==> src/rtl/wb_pkg.sv <==
// Shared definitions for the write-back stage.
// Holds the write-data source codes, the load funct3 codes, the datapath
// width and the layout of the WB pipeline register.
package wb_pkg;

    localparam int unsigned XLEN = 32;

    // Write-data source select.
    localparam logic [1:0] WDSEL_ALU  = 2'b00;
    localparam logic [1:0] WDSEL_LOAD = 2'b01;
    localparam logic [1:0] WDSEL_PC4  = 2'b10;
    localparam logic [1:0] WDSEL_RSVD = 2'b11;

    // Load width/sign codes (funct3).
    localparam logic [2:0] LD_LB  = 3'b000;
    localparam logic [2:0] LD_LH  = 3'b001;
    localparam logic [2:0] LD_LW  = 3'b010;
    localparam logic [2:0] LD_LBU = 3'b100;
    localparam logic [2:0] LD_LHU = 3'b101;

    // Contents of the WB pipeline register (retire counter kept separately).
    typedef struct packed {
        logic            valid;
        logic            regwrite;
        logic [4:0]      rd;
        logic [XLEN-1:0] wd;
        logic [XLEN-1:0] inst;
        logic            load_err;
    } wb_reg_t;

    function automatic logic [XLEN-1:0] ext_byte(input logic [7:0] b, input logic sext);
        return {{(XLEN-8){sext & b[7]}}, b};
    endfunction

    function automatic logic [XLEN-1:0] ext_half(input logic [15:0] h, input logic sext);
        return {{(XLEN-16){sext & h[15]}}, h};
    endfunction

endpackage

==> src/rtl/load_ext.sv <==
// Load alignment and extension.
// Picks the addressed byte/halfword/word out of the raw memory word and
// sign- or zero-extends it. Flags misaligned or undefined loads.
// Ports:
//   rdata  - raw 32-bit word read at the word-aligned address
//   off    - byte offset within the word
//   funct3 - load width/sign code
//   data   - extended load data (0 when err)
//   err    - misaligned access or undefined funct3
module load_ext (
    input  logic [31:0] rdata,
    input  logic [1:0]  off,
    input  logic [2:0]  funct3,
    output logic [31:0] data,
    output logic        err
);
    import wb_pkg::*;

    logic [7:0]  byte_sel;
    logic [15:0] half_sel;

    always_comb begin
        unique case (off)
            2'd0:    byte_sel = rdata[7:0];
            2'd1:    byte_sel = rdata[15:8];
            2'd2:    byte_sel = rdata[23:16];
            default: byte_sel = rdata[31:24];
        endcase
        half_sel = off[1] ? rdata[31:16] : rdata[15:0];
    end

    always_comb begin
        data = '0;
        err  = 1'b0;
        case (funct3)
            LD_LB, LD_LBU: begin
                // funct3[2] distinguishes the unsigned variants
                data = ext_byte(byte_sel, ~funct3[2]);
            end
            LD_LH, LD_LHU: begin
                if (off[0]) begin
                    err = 1'b1;
                end else begin
                    data = ext_half(half_sel, ~funct3[2]);
                end
            end
            LD_LW: begin
                if (off != 2'd0) begin
                    err = 1'b1;
                end else begin
                    data = rdata;
                end
            end
            default: err = 1'b1;
        endcase
    end

endmodule

==> src/rtl/wb_stage.sv <==
// Write-back pipeline stage.
// Registers the MEM-stage result, selects the register-file write data
// (ALU, extended load, PC+4), flags bad loads and counts retired
// instructions. All outputs come from registers (one-cycle latency).
// Ports:
//   clk, rst             - clock, synchronous active-high reset
//   stall, flush         - hold / invalidate the WB register (flush wins)
//   mem_*                - MEM-stage instruction fields and data
//   RFWr, A3, WD         - register-file write port
//   inst                 - instruction word held in WB
//   fwd_valid/rd/data    - forwarding copy of the write port for EX
//   load_err             - misaligned or illegal load captured into WB
//   retire_cnt           - valid instructions captured, wraps
module wb_stage #(
    parameter int unsigned XLEN  = 32,
    parameter int unsigned CNT_W = 32
) (
    input  logic             clk,
    input  logic             rst,
    input  logic             stall,
    input  logic             flush,
    input  logic             mem_valid,
    input  logic             mem_regwrite,
    input  logic [4:0]       mem_rd,
    input  logic [1:0]       mem_wdsel,
    input  logic [2:0]       mem_funct3,
    input  logic [XLEN-1:0]  mem_alu_res,
    input  logic [XLEN-1:0]  mem_rdata,
    input  logic [XLEN-1:0]  mem_pc4,
    input  logic [XLEN-1:0]  mem_inst,
    output logic             RFWr,
    output logic [4:0]       A3,
    output logic [XLEN-1:0]  WD,
    output logic [XLEN-1:0]  inst,
    output logic             fwd_valid,
    output logic [4:0]       fwd_rd,
    output logic [XLEN-1:0]  fwd_data,
    output logic             load_err,
    output logic [CNT_W-1:0] retire_cnt
);
    import wb_pkg::*;

    logic [XLEN-1:0] ld_data;
    logic            ld_err;
    logic [XLEN-1:0] cap_wd;
    logic            cap_err;

    wb_reg_t         wb_d, wb_q;
    logic [CNT_W-1:0] cnt_d, cnt_q;

    load_ext u_load_ext (
        .rdata  (mem_rdata),
        .off    (mem_alu_res[1:0]),
        .funct3 (mem_funct3),
        .data   (ld_data),
        .err    (ld_err)
    );

    // Write-data select; load_err only meaningful for the load and reserved codes.
    always_comb begin
        cap_wd  = '0;
        cap_err = 1'b0;
        unique case (mem_wdsel)
            WDSEL_ALU:  cap_wd = mem_alu_res;
            WDSEL_LOAD: begin
                cap_wd  = ld_data;
                cap_err = ld_err;
            end
            WDSEL_PC4:  cap_wd = mem_pc4;
            default:    cap_err = 1'b1;
        endcase
    end

    // Priority below rst: flush, then stall, then capture.
    always_comb begin
        wb_d  = wb_q;
        cnt_d = cnt_q;
        if (flush) begin
            // Only the valid bit drops; data fields keep their old contents.
            wb_d.valid = 1'b0;
        end else if (!stall) begin
            wb_d.valid    = mem_valid;
            wb_d.regwrite = mem_regwrite;
            wb_d.rd       = mem_rd;
            wb_d.wd       = cap_wd;
            wb_d.inst     = mem_inst;
            wb_d.load_err = cap_err;
            if (mem_valid) begin
                cnt_d = cnt_q + CNT_W'(1);
            end
        end
    end

    always_ff @(posedge clk) begin
        if (rst) begin
            wb_q  <= '0;
            cnt_q <= '0;
        end else begin
            wb_q  <= wb_d;
            cnt_q <= cnt_d;
        end
    end

    always_comb begin
        RFWr       = wb_q.valid & wb_q.regwrite & (wb_q.rd != 5'd0) & ~wb_q.load_err;
        A3         = wb_q.rd;
        WD         = wb_q.wd;
        inst       = wb_q.inst;
        load_err   = wb_q.load_err;
        retire_cnt = cnt_q;
        fwd_valid  = RFWr;
        fwd_rd     = A3;
        fwd_data   = WD;
    end

endmodule
==> config.mk <==
export PLATFORM = sky130hd
export DESIGN_NAME = wb_stage
export DESIGN_NICKNAME = d
export VERILOG_FILES = /design/src/rtl/wb_pkg.sv /design/src/rtl/load_ext.sv /design/src/rtl/wb_stage.sv
export SDC_FILE = /design/constraint.sdc
export NUM_CORES = 1
export LEC_CHECK = 0
export ABC_AREA = 1
export BUFFER_PORTS_ARGS = -buffer_cell sky130_fd_sc_hd__buf_2
export CORE_ASPECT_RATIO = 1.1
export CORE_MARGIN = 2
export CORE_UTILIZATION = 49
export DETAILED_ROUTE_END_ITERATION = 8
export PLACE_DENSITY_LB_ADDON = 0.15
export SETUP_SLACK_MARGIN = 0.5
export SLEW_MARGIN = 20
export SYNTH_ARGS = -nofsm -noshare
export SYNTH_HDL_FRONTEND = slang
export SYNTH_SLANG_ARGS = --single-unit
export TNS_END_PERCENT = 100
==> constraint.sdc <==
create_clock -name clk -period 2 [get_ports clk]
set_input_delay 0.4 -clock clk [delete_from_list [all_inputs] [get_ports clk]]
set_output_delay 0.4 -clock clk [all_outputs]
set_load 0.05 [all_outputs]
Yosys cells after proc, flatten, opt, wreduce, memory -nomap -nowiden
Cells that the tools add are included.
- flip-flop bits (word level): 104
- input port bits: 144
- logic and storage cells: 46
- add/sub/neg operators: 1
- eq/ne operators: 8
- multiplexer cells: 10
- bitwise gates (word level): 9
- reductions and logical operators: 11
- operators with widths (kind ; count):
    $pmux 32 s3 ; 2
    $mux 32 ; 2
    $add 32x1->32 const B ; 1
    $pmux 8 s3 ; 1
    $mux 16 ; 1
    $reduce_or 2->1 ; 4
    $eq 3x3->1 const B ; 2
    $and 1x1->1 ; 5
    $reduce_bool 5->1 ; 1
    $eq 2x1->1 const B ; 2
    $eq 2x2->1 const B ; 2
    $logic_not 2->1 ; 2
    $not 1->1 ; 4
    $eq 3x1->1 const B ; 1
    $eq 3x2->1 const B ; 1
    $logic_not 3->1 ; 1
    $pmux 1 s3 ; 1
    $reduce_and 3->1 ; 1
    $mux 1 ; 2
    $pmux 1 s2 ; 1
    $reduce_and 2->1 ; 1
    $reduce_bool 2->1 ; 1

Depth between registers and ports, before layout
Gate-level depths: netlist (run 1).
- depth in word-level cells: 5
- depth in mapped cells: 12
- mapped depth without buffers: 11

Modules after synthesis
A second synthesis (run 1) with hierarchy kept.
- cells, all modules: 1050
- area, all modules: 6555.0 um^2
- modules (own cells, without submodules) (module ; instances ; cells an instance ; area an instance (um^2)):
    wb_stage ; 1 ; 836 ; 5611.6
    load_ext ; 1 ; 214 ; 943.4

Worst setup path before layout (run 1)
OpenSTA, ideal clock, no wires.
- kind: reg-to-reg
- start: reg cnt_q[1], in the netlist retire_cnt[1]
- end: reg cnt_q[12], in the netlist retire_cnt[12]
- library setup time: 0.120 ns
- arrival time: 1.744 ns
- path slack: 0.136 ns
- cell stages (with the launch flop): 9
- buffers on the path: 0
- clock period less this slack: 1.864 ns
- path through: dfxtp_1 ha_1 nand3_1 inv_1 nand4_2 nor2_4 nand3_1 o21ai_1 a21oi_1
- longest elaborated chain between the ends: 1
- RTL lines (item ; line ; text):
    from (decl) ; wb_stage.sv:49 ; logic [CNT_W-1:0] cnt_d, cnt_q;
    from (signal assigned) ; wb_stage.sv:100 ; cnt_q <= cnt_d;
    $add 32x1->32 ; wb_stage.sv:89 ; cnt_d = cnt_q + CNT_W'(1);
No other way between the ends.
A chain may end at the register's enable or synchronous reset.

Worst setup path after layout (run 1)
- start: reg wb_q (netlist bit A3[3])
- end: out RFWr
- longest elaborated chain between the ends: 3
- RTL lines (item ; line ; text):
    from (decl) ; wb_stage.sv:48 ; wb_reg_t wb_d, wb_q;
    from (signal assigned) ; wb_stage.sv:99 ; wb_q <= wb_d;
    $reduce_bool 5->1 ; wb_stage.sv:105 ; RFWr = wb_q.valid & wb_q.regwrite & (wb_q.rd != 5'd0) & ~wb_q.load_err;
    $and 1x1->1 (2 in a row) ; wb_stage.sv:105 ;
    to (decl) ; wb_stage.sv:31 ; output logic RFWr,
No other way between the ends.

==> summary.txt, run 1 <==
Outcome
  • Outcome: complete, no violations

Timing
  • Final Slew Violations: 0
  • Max Clk Rate: 618 MHz
  • RSZ-0062 raised after global routing: true
  • Rel. slew slack: 53.6%
  • Slew @ Worst Pin: 0.696 ns
  • Tcrit/Tclk final: 80.8%
  • Final Skew: 0.00915 ns
  • Final Hold Vio Count: 0
  • Setup tns final: 0 ns
  • Final number of setup-violating endpoints: 0
  • Min Clock Period, post-route: 1.62 ns

Synthesis
  • Cell taking the most area after synthesis: dfxtp_1
  • Post-Syn Instances: 1127
  • Simple-gate area share of the yosys netlist: 37.2%
  • Most common cell in the netlist: nand2_1
  • Ys Warns: 0
  • FFs w/ async S/R, synth: 0%
  • Avg Inst Size Synth: 6.14 sq um
  • Mapped cell area: 6920 sq um
  • Post-synthesis mux area share: 0%
  • Synth area leaders: dfxtp_1, nand2_1, buf_4, nand3_1, nor2_1
  • Synthesized-area fraction occupied by adder cells: 0.181%
  • Flops & latches, synth: 104
  • Synth Net Count: 1272
  • Number of flops mapped to enable cells by yosys: 0
  • Post-synthesis xor/xnor area fraction: 0.380%
  • Post-synth top cells: nand2_1, nor2_1, buf_4, nand3_1, dfxtp_1
  • Yosys top cell area share: 30.1%
  • Most common flop cell mapped by yosys: dfxtp_1
  • Largest family of logic cells by synthesized area: simple AND/OR/NAND/NOR gates
  • Seq/Total Area, Yosys: 30.1%
  • Post-synthesis compound-gate area fraction: 11.1%
  • Post-synth cell types: 37

Die
  • Core footprint: 13800 sq um
  • Die X: 117 um
  • Site Rows: 45
  • Number of I/O pins: 285
  • Die Y: 129 um
  • Initial Utilization: 50.1%
  • Die area: 15100 sq um

Final layout
  • Fin util: 61.2%
  • Seq. cell area: 2140 sq um
  • Nets@finish: 1442
  • Share of post-route cells with drive strength above 1: 33.6%
  • Fin cells: 1490
  • Finished Cell Area: 8440 sq um
  • Multi-input combinational cell area: 3550 sq um
  • FILL cells: 1389
  • Antenna cell count: 0
  • Area Growth Syn to Fin: 22.1%

Worst setup path
  • Critical path class: flop to output pin
  • Max FO, Critical Path: 2
  • Critical Path RT: 1.60 ns
  • Startpoint types: flop
  • R2R setup slack: 0.49 ns
  • Worst path arrival time: 1.22 ns
  • CP Capture Type: output pin

Drt
  • Iteration count of the initial detailed-routing pass: 5
  • DR WL/cell: 13.5 um
  • Routed vias/inst: 4.91
  • DRC errors left: 0
  • Final wirelength: 20100 um
  • Via count: 7319
  • Detail Route Antenna Nets: 0
  • Drt first-iter violations: 377

Placed design
  • Area of placed instances: 7830 sq um
  • DP Wirelength: 15000 um
  • Routability Congestion: 0.969
  • Port Buffer Count: 284
  • Placed cell count: 1459

Clock tree
  • CTS tree: yes
  • Clock root buffer master: clkbuf_16
  • Clk slew on worst S/H paths: 0.07 ns
  • Clk buf depth: 2
  • Worst skew pair latency: 0.35 ns
  • H-tree depth: 3
  • TritonCTS Buffers: 9
  • CTS Sinks: 104

Power and ir drop
  • Power density cells: 607 nW/um^2
  • Maximum vdd drop: 0.371 mV
  • LEAKAGE: 4.39 nW

Global route
  • Tot GR Track Use: 25.5%
  • Antenna violations before repair: 0
  • Overflow after GRT: 0
  • Largest net degree at the start of global routing: 73
  • Vias in the first global route: 6332
  • First-pass GRT wire length: 30600 um

Run
  • MaxCap Viol Count: 0

Worst hold path
  • Worst hold path class: input port to flop
-- cell usage in the layout (no fill, tap or decap), types with 8 or more instances in the layout --
master,n
a21oi_1,53
a21oi_2,10
buf_12,8
buf_2,275
buf_4,23
clkbuf_16,9
dfxtp_1,70
dfxtp_2,28
inv_1,89
inv_2,12
nand2_1,332
nand3_1,102
nand3_2,8
nor2_1,114
nor2_2,8
nor2_4,9
o21ai_0,61
o21ai_1,11
-- metrics by stage --
stage	total power, mW	hold WS (ns)	setup slack (ns)
2_1_floorplan	3.15	0.459	0.475
3_3_place_gp	3.42	0.445	0.250
3_5_place_dp	3.42	0.449	0.202
4_1_cts	5.16	0.257	0.362
5_1_grt	5.38	0.263	0.306
6_report	5.13	0.268	0.383
-- per-layer routing --
layer / track usage, % / vias up / share of wire, % / wire, um
li1: - / 3783 / - / -
met1: 32.6 / 3235 / 43 / 8550
met2: 42.7 / 263 / 48 / 9710
met3: 5.09 / 38 / 6.6 / 1330
met4: 9.00 / 0 / 2.4 / 489
met5: 0 / - / 0 / 0
-- area by class of cell --
type / instances / area share [%]
clock buffers: 9 / 2.67
clock inverters: 7 / 0.741
inverters: 110 / 4.93
multi-input cells: 754 / 42.0
flip-flops and latches: 104 / 25.3
well taps: 188 / 2.79
repair buffers: 318 / 21.5
-- report_power, final --
part           switching, mW  leakage [nW]  internal, mW
clock                  0.856         0.141         0.875
combinational          0.840          3.38         0.364
sequential            0.0498         0.866          2.14
-- timing repair --
item	in CTS	in global routing
pin swaps	2	7
gates resized for setup	14	38
hold buffers	0	0
setup buffers	3	11
endpoints found under the setup margin	13	44
hold endpoints to repair	0	0
cloned	0	1
-- flip-flops by register name, summed over array words and instances, names as in the netlist --
register    cells
WD             32
inst           32
retire_cnt     32
A3              5
wb_q            2
load_err        1
-- worst max-delay path, stage by stage (launching register included) --
cell and delay [ns]:
dfxtp_2 0.33, nor3_2 0.17, nand2_1 0.08, nand4_1 0.09, inv_2 0.05, buf_6 0.15
-- kinds of logic after synthesis --
group,count (synthesis)
xor gates and xnor gates,3
DFF,104
AOI/OAI and AO/OA,143
buffers and inverters,270
and+or+nand+nor,606
adders and majority gates,1
-- path summary, 6_finish.rpt --
path	from	end	depth (start not counted)
min	mem_inst[5]	inst[5]$_SDFFE_PP0P_	3
max	A3[3]$_SDFFE_PP0P_	RFWr	5
min reg2reg	retire_cnt[25]$_SDFFE_PP0P_	retire_cnt[25]$_SDFFE_PP0P_	1
max reg2reg	retire_cnt[1]$_SDFFE_PP0P_	retire_cnt[10]$_SDFFE_PP0P_	8
Power figures use the tool's default switching activity.
==> run 2, diff against run 1 <==
--- a/config.mk
+++ b/config.mk
@@ -5,11 +5,11 @@
 export SDC_FILE = /design/constraint.sdc
 export NUM_CORES = 1
 export LEC_CHECK = 0
-export ABC_AREA = 1
+export ABC_AREA = 0
 export BUFFER_PORTS_ARGS = -buffer_cell sky130_fd_sc_hd__buf_2
 export CORE_ASPECT_RATIO = 1.1
 export CORE_MARGIN = 2
-export CORE_UTILIZATION = 49
+export CORE_UTILIZATION = 43
 export DETAILED_ROUTE_END_ITERATION = 8
 export PLACE_DENSITY_LB_ADDON = 0.15
 export SETUP_SLACK_MARGIN = 0.5
==> constraint.sdc (replaced) <==
create_clock -name clk -period 1.4 [get_ports clk]
set_input_delay 0.28 -clock clk [delete_from_list [all_inputs] [get_ports clk]]
set_output_delay 0.28 -clock clk [all_outputs]
set_load 0.05 [all_outputs]
==> run 2 against run 1 <==
The flow now finishes with violations (setup timing). Wire length is 67% higher. First-iteration DRC count is 82% higher. Design area is 49% higher. Synthesized cell count is 36% lower. Non-clock buffer count is 172 higher. Critical path depth is 1 lower. Largest cell class is now buffers. Combinational power is 110% higher. Die area is 1.3% lower. Sequential power is 41% higher. Utilization is 31 points higher. Critical endpoint unchanged.
==> summary.txt, run 2 <==
Timing
  • Rel. slew slack: 60.8% (+7.2 points)
  • Slew @ Worst Pin: 0.586 ns (-0.110 ns)
  • Final worst setup slack: -0.458 ns (-0.842 ns)
  • Tcrit/Tclk final: 133%
  • Min Clock Period, post-route: 1.86 ns
  • Final number of setup-violating endpoints: 33 (+33)
  • Final Slew Violations: 0 (unchanged)
  • Max Clk Rate: 538 MHz
  • Final Hold Vio Count: 0 (unchanged)
  • RSZ-0062 raised after global routing: true
  • Final Skew: 0.0143 ns (+0.00514 ns)

Synthesis
  • FFs w/ async S/R, synth: 0% (unchanged)
  • Post-synth cell types: 48 (+30%)
  • Synth Net Count: 871 (-32%)
  • Cell taking the most area after synthesis: dfxtp_1
  • Avg Inst Size Synth: 8.24 sq um (+34%)
  • Yosys top cell area share: 34.8% (+4.7 points)
  • Flops & latches, synth: 104 (unchanged)
  • Synth area leaders: dfxtp_1, buf_4, nand2_1, a21oi_1, mux2i_1
  • Post-synth top cells: nand2_1, buf_4, dfxtp_1, a21oi_1, mux2i_1
  • Mapped cell area: 5980 sq um (-13%)
  • Number of flops mapped to enable cells by yosys: 0 (unchanged)
  • Seq/Total Area, Yosys: 34.8% (+4.7 points)
  • Ys Warns: 0 (unchanged)
  • Most common cell in the netlist: nand2_1
  • Most common flop cell mapped by yosys: dfxtp_1
  • Post-Syn Instances: 726 (-36%)

Power and ir drop
  • Clock share of power: 32.1% (-1.7 points)
  • Combinational Power Share: 30.6% (+7.1 points)
  • Flop pwr share: 37.4% (-5.3 points)
  • Sw Share: 34.0% (about the same)
  • LEAKAGE: 5.51 nW (+25%)
  • Power density cells: 658 nW/um^2 (+8.4%)
  • Maximum vdd drop: 0.666 mV (+79%)
  • NetSw: 2.81 mW (+61%)
  • Int Power: 5.45 mW (+61%)

Die
  • Die Y: 128 um (-0.67%)
  • Die area: 14900 sq um (-1.3%)
  • Initial Utilization: 43.7% (-6.4 points)
  • Core footprint: 13700 sq um (-0.82%)
  • Site Rows: 45 (unchanged)
  • Die X: 116 um (-0.67%)
  • Number of I/O pins: 285 (unchanged)

Final layout
  • Area Growth Syn to Fin: 110%
  • Most frequent cells in the layout: buf_8, buf_2, buf_4, buf_6, a21oi_2
  • Most common cell after layout, fill and taps aside: buf_8
  • Share of post-route cells with drive strength above 1: 80.2% (+47 points)
  • FILL cells: 440 (-68%)
  • Nets@finish: 1221 (-15%)
  • Finished Cell Area: 12600 sq um (+49%)
  • Fin util: 91.8% (+31 points)
  • Fin cells: 1271 (-15%)

Drt
  • Detail Route Antenna Nets: 0 (unchanged)
  • Via count: 7744 (+5.8%)
  • Routed vias/inst: 6.09 (+24%)
  • Final wirelength: 33600 um (+67%)
  • DRC errors left: 0 (unchanged)
  • Drt first-iter violations: 687 (+82%)
  • DR WL/cell: 26.4 um (+96%)
  • Iteration count of the initial detailed-routing pass: 5 (unchanged)

Clock tree
  • CTS tree: yes
  • H-tree depth: 3 (unchanged)
  • CTS Sinks: 104 (unchanged)
  • Clk slew on worst S/H paths: 0.08 ns (about the same)
  • Worst skew pair latency: 0.36 ns (about the same)
  • Clk buf depth: 2 (unchanged)
  • Hold Buf Count CTS: 0 (unchanged)
  • TritonCTS Buffers: 9 (unchanged)
  • Clock root buffer master: clkbuf_16

Worst setup path
  • Max FO, Critical Path: 2 (unchanged)
  • Crit-path cells: or4_4 > nor2_4 > nor3_4 > buf_6
  • Startpoint types: flop
  • Critical path class: flop to output pin
  • Critical Path RT: 1.12 ns (-0.48 ns)
  • R2R setup slack: -0.40 ns (-0.89 ns)
  • Worst path arrival time: 1.58 ns (+0.36 ns)
  • CP Capture Type: output pin
  • Worst path max stage delay: 0.55 ns (+0.22 ns)
  • Crit path max-delay cell type: or4_4

Placed design
  • Port Buffer Count: 284 (unchanged)
  • DP Wirelength: 14100 um (-5.8%)
  • Area of placed instances: 7770 sq um (-0.72%)
  • Routability Congestion: 0.888 (-8.3%)
  • Placed cell count: 1148 (-21%)

Global route
  • Vias in the first global route: 7101 (+12%)
  • Antenna violations before repair: 1 (+1)
  • Tot GR Track Use: 33.0% (+7.4 points)
  • Overflow after GRT: 0 (unchanged)
  • Largest net degree at the start of global routing: 40 (-45%)
  • First-pass GRT wire length: 37900 um (+24%)

Outcome
  • Outcome: finished, violations left
  • Violated checks: setup timing

Worst hold path
  • Worst hold path class: input port to flop

Run
  • MaxCap Viol Count: 0 (unchanged)
==> run 2: changes by cell type after synthesis, sizes merged, moves of 11 or more <==
cell / delta
nand2: -211
nor2: -100
nand3: -99
inv: -83
o21ai: -68
mux2i: +33
o221ai: +22
a21oi: +19
or4: +12
o31ai: +11
==> run 2: kinds of logic (layout without fill, tap and decap cells) <==
family	count (synthesis)	in the layout	share of synthesized area (%)
AO/OA/AOI/OAI	152	153	16.0
XOR/XNOR	9	9	1.32
adder cells (fa/ha/maj)	1	1	0.209
buffers and inverters	173	525	18.3
flip-flops	104	104	34.8
multiplexers	49	49	10.0
other	0	2	0
AND/OR/NAND/NOR	238	240	19.4
==> run 2: layout make-up <==
cell class              count  area [sq um]  area share (%)
clock inverters             6          45.0           0.359
inverters                  19          71.3           0.568
clock buffers              10           250            1.99
repair buffers            490          5260            41.9
well taps                 188           235            1.87
diodes                      2          5.00          0.0399
multi-input cells         452          4310            34.3
flip-flops and latches    104          2380            19.0
==> run 2: repair_timing <==
action                                 CTS  global route
endpoints found under the hold margin    0             0
cloned                                  17             0
gates resized for setup                756           203
setup endpoints to repair              244           244
pin swaps                               75           101
setup buffers                           40            48
==> run 2: critical path, delay by kind of cell (launching register included) <==
family,cells,cell delay (ns)
simple gates,3,0.73
flops,1,0.33
buf+inv,1,0.16
==> run 2: power by group through the flow <==
stage | Combinational (mW) | Sequential, mW | Clock, mW
final | 2.52 | 3.09 | 2.65
after detailed placement | 1.51 | 3.13 | 0
after CTS | 2.14 | 3.08 | 2.58
after global placement | 1.50 | 3.12 | 0
after global routing | 2.60 | 3.09 | 2.80
after floorplan | 1.13 | 3.13 | 0
==> run 2: path summary, 6_finish.rpt <==
check / from / endpoint / cells after the start
setup / recovery: A3[3]$_SDFFE_PP0P_ / RFWr / 4
hold reg to reg: inst[7]$_SDFFE_PP0P_ / inst[7]$_SDFFE_PP0P_ / 2
hold / removal: mem_inst[25] / inst[25]$_SDFFE_PP0P_ / 3
setup reg to reg: retire_cnt[2]$_SDFFE_PP0P_ / retire_cnt[15]$_SDFFE_PP0P_ / 6
==> run 2: metrics by stage <==
| stage | setup WS (ns) | power [mW] | setup TNS [ns] | hold WS, ns |
|---|---|---|---|---|
| 2_1_floorplan | -0.281 | 4.25 | -5.57 | 0.359 |
| 3_3_place_gp | -0.325 | 4.62 | -15.36 | 0.444 |
| 3_5_place_dp | -0.346 | 4.64 | -18.35 | 0.450 |
| 4_1_cts | -0.437 | 7.80 | -4.70 | 0.149 |
| 5_1_grt | -0.490 | 8.49 | -9.32 | 0.151 |
| 6_report | -0.458 | 8.26 | -8.42 | 0.168 |
==> run 2: metal layers <==
layer,global-route usage (%),up-vias,part of all wire (%)
li1,-,3176,-
met1,35.1,3717,33
met2,62.4,641,50
met3,5.58,210,8.8
met4,14.8,0,7.3
met5,0,-,0
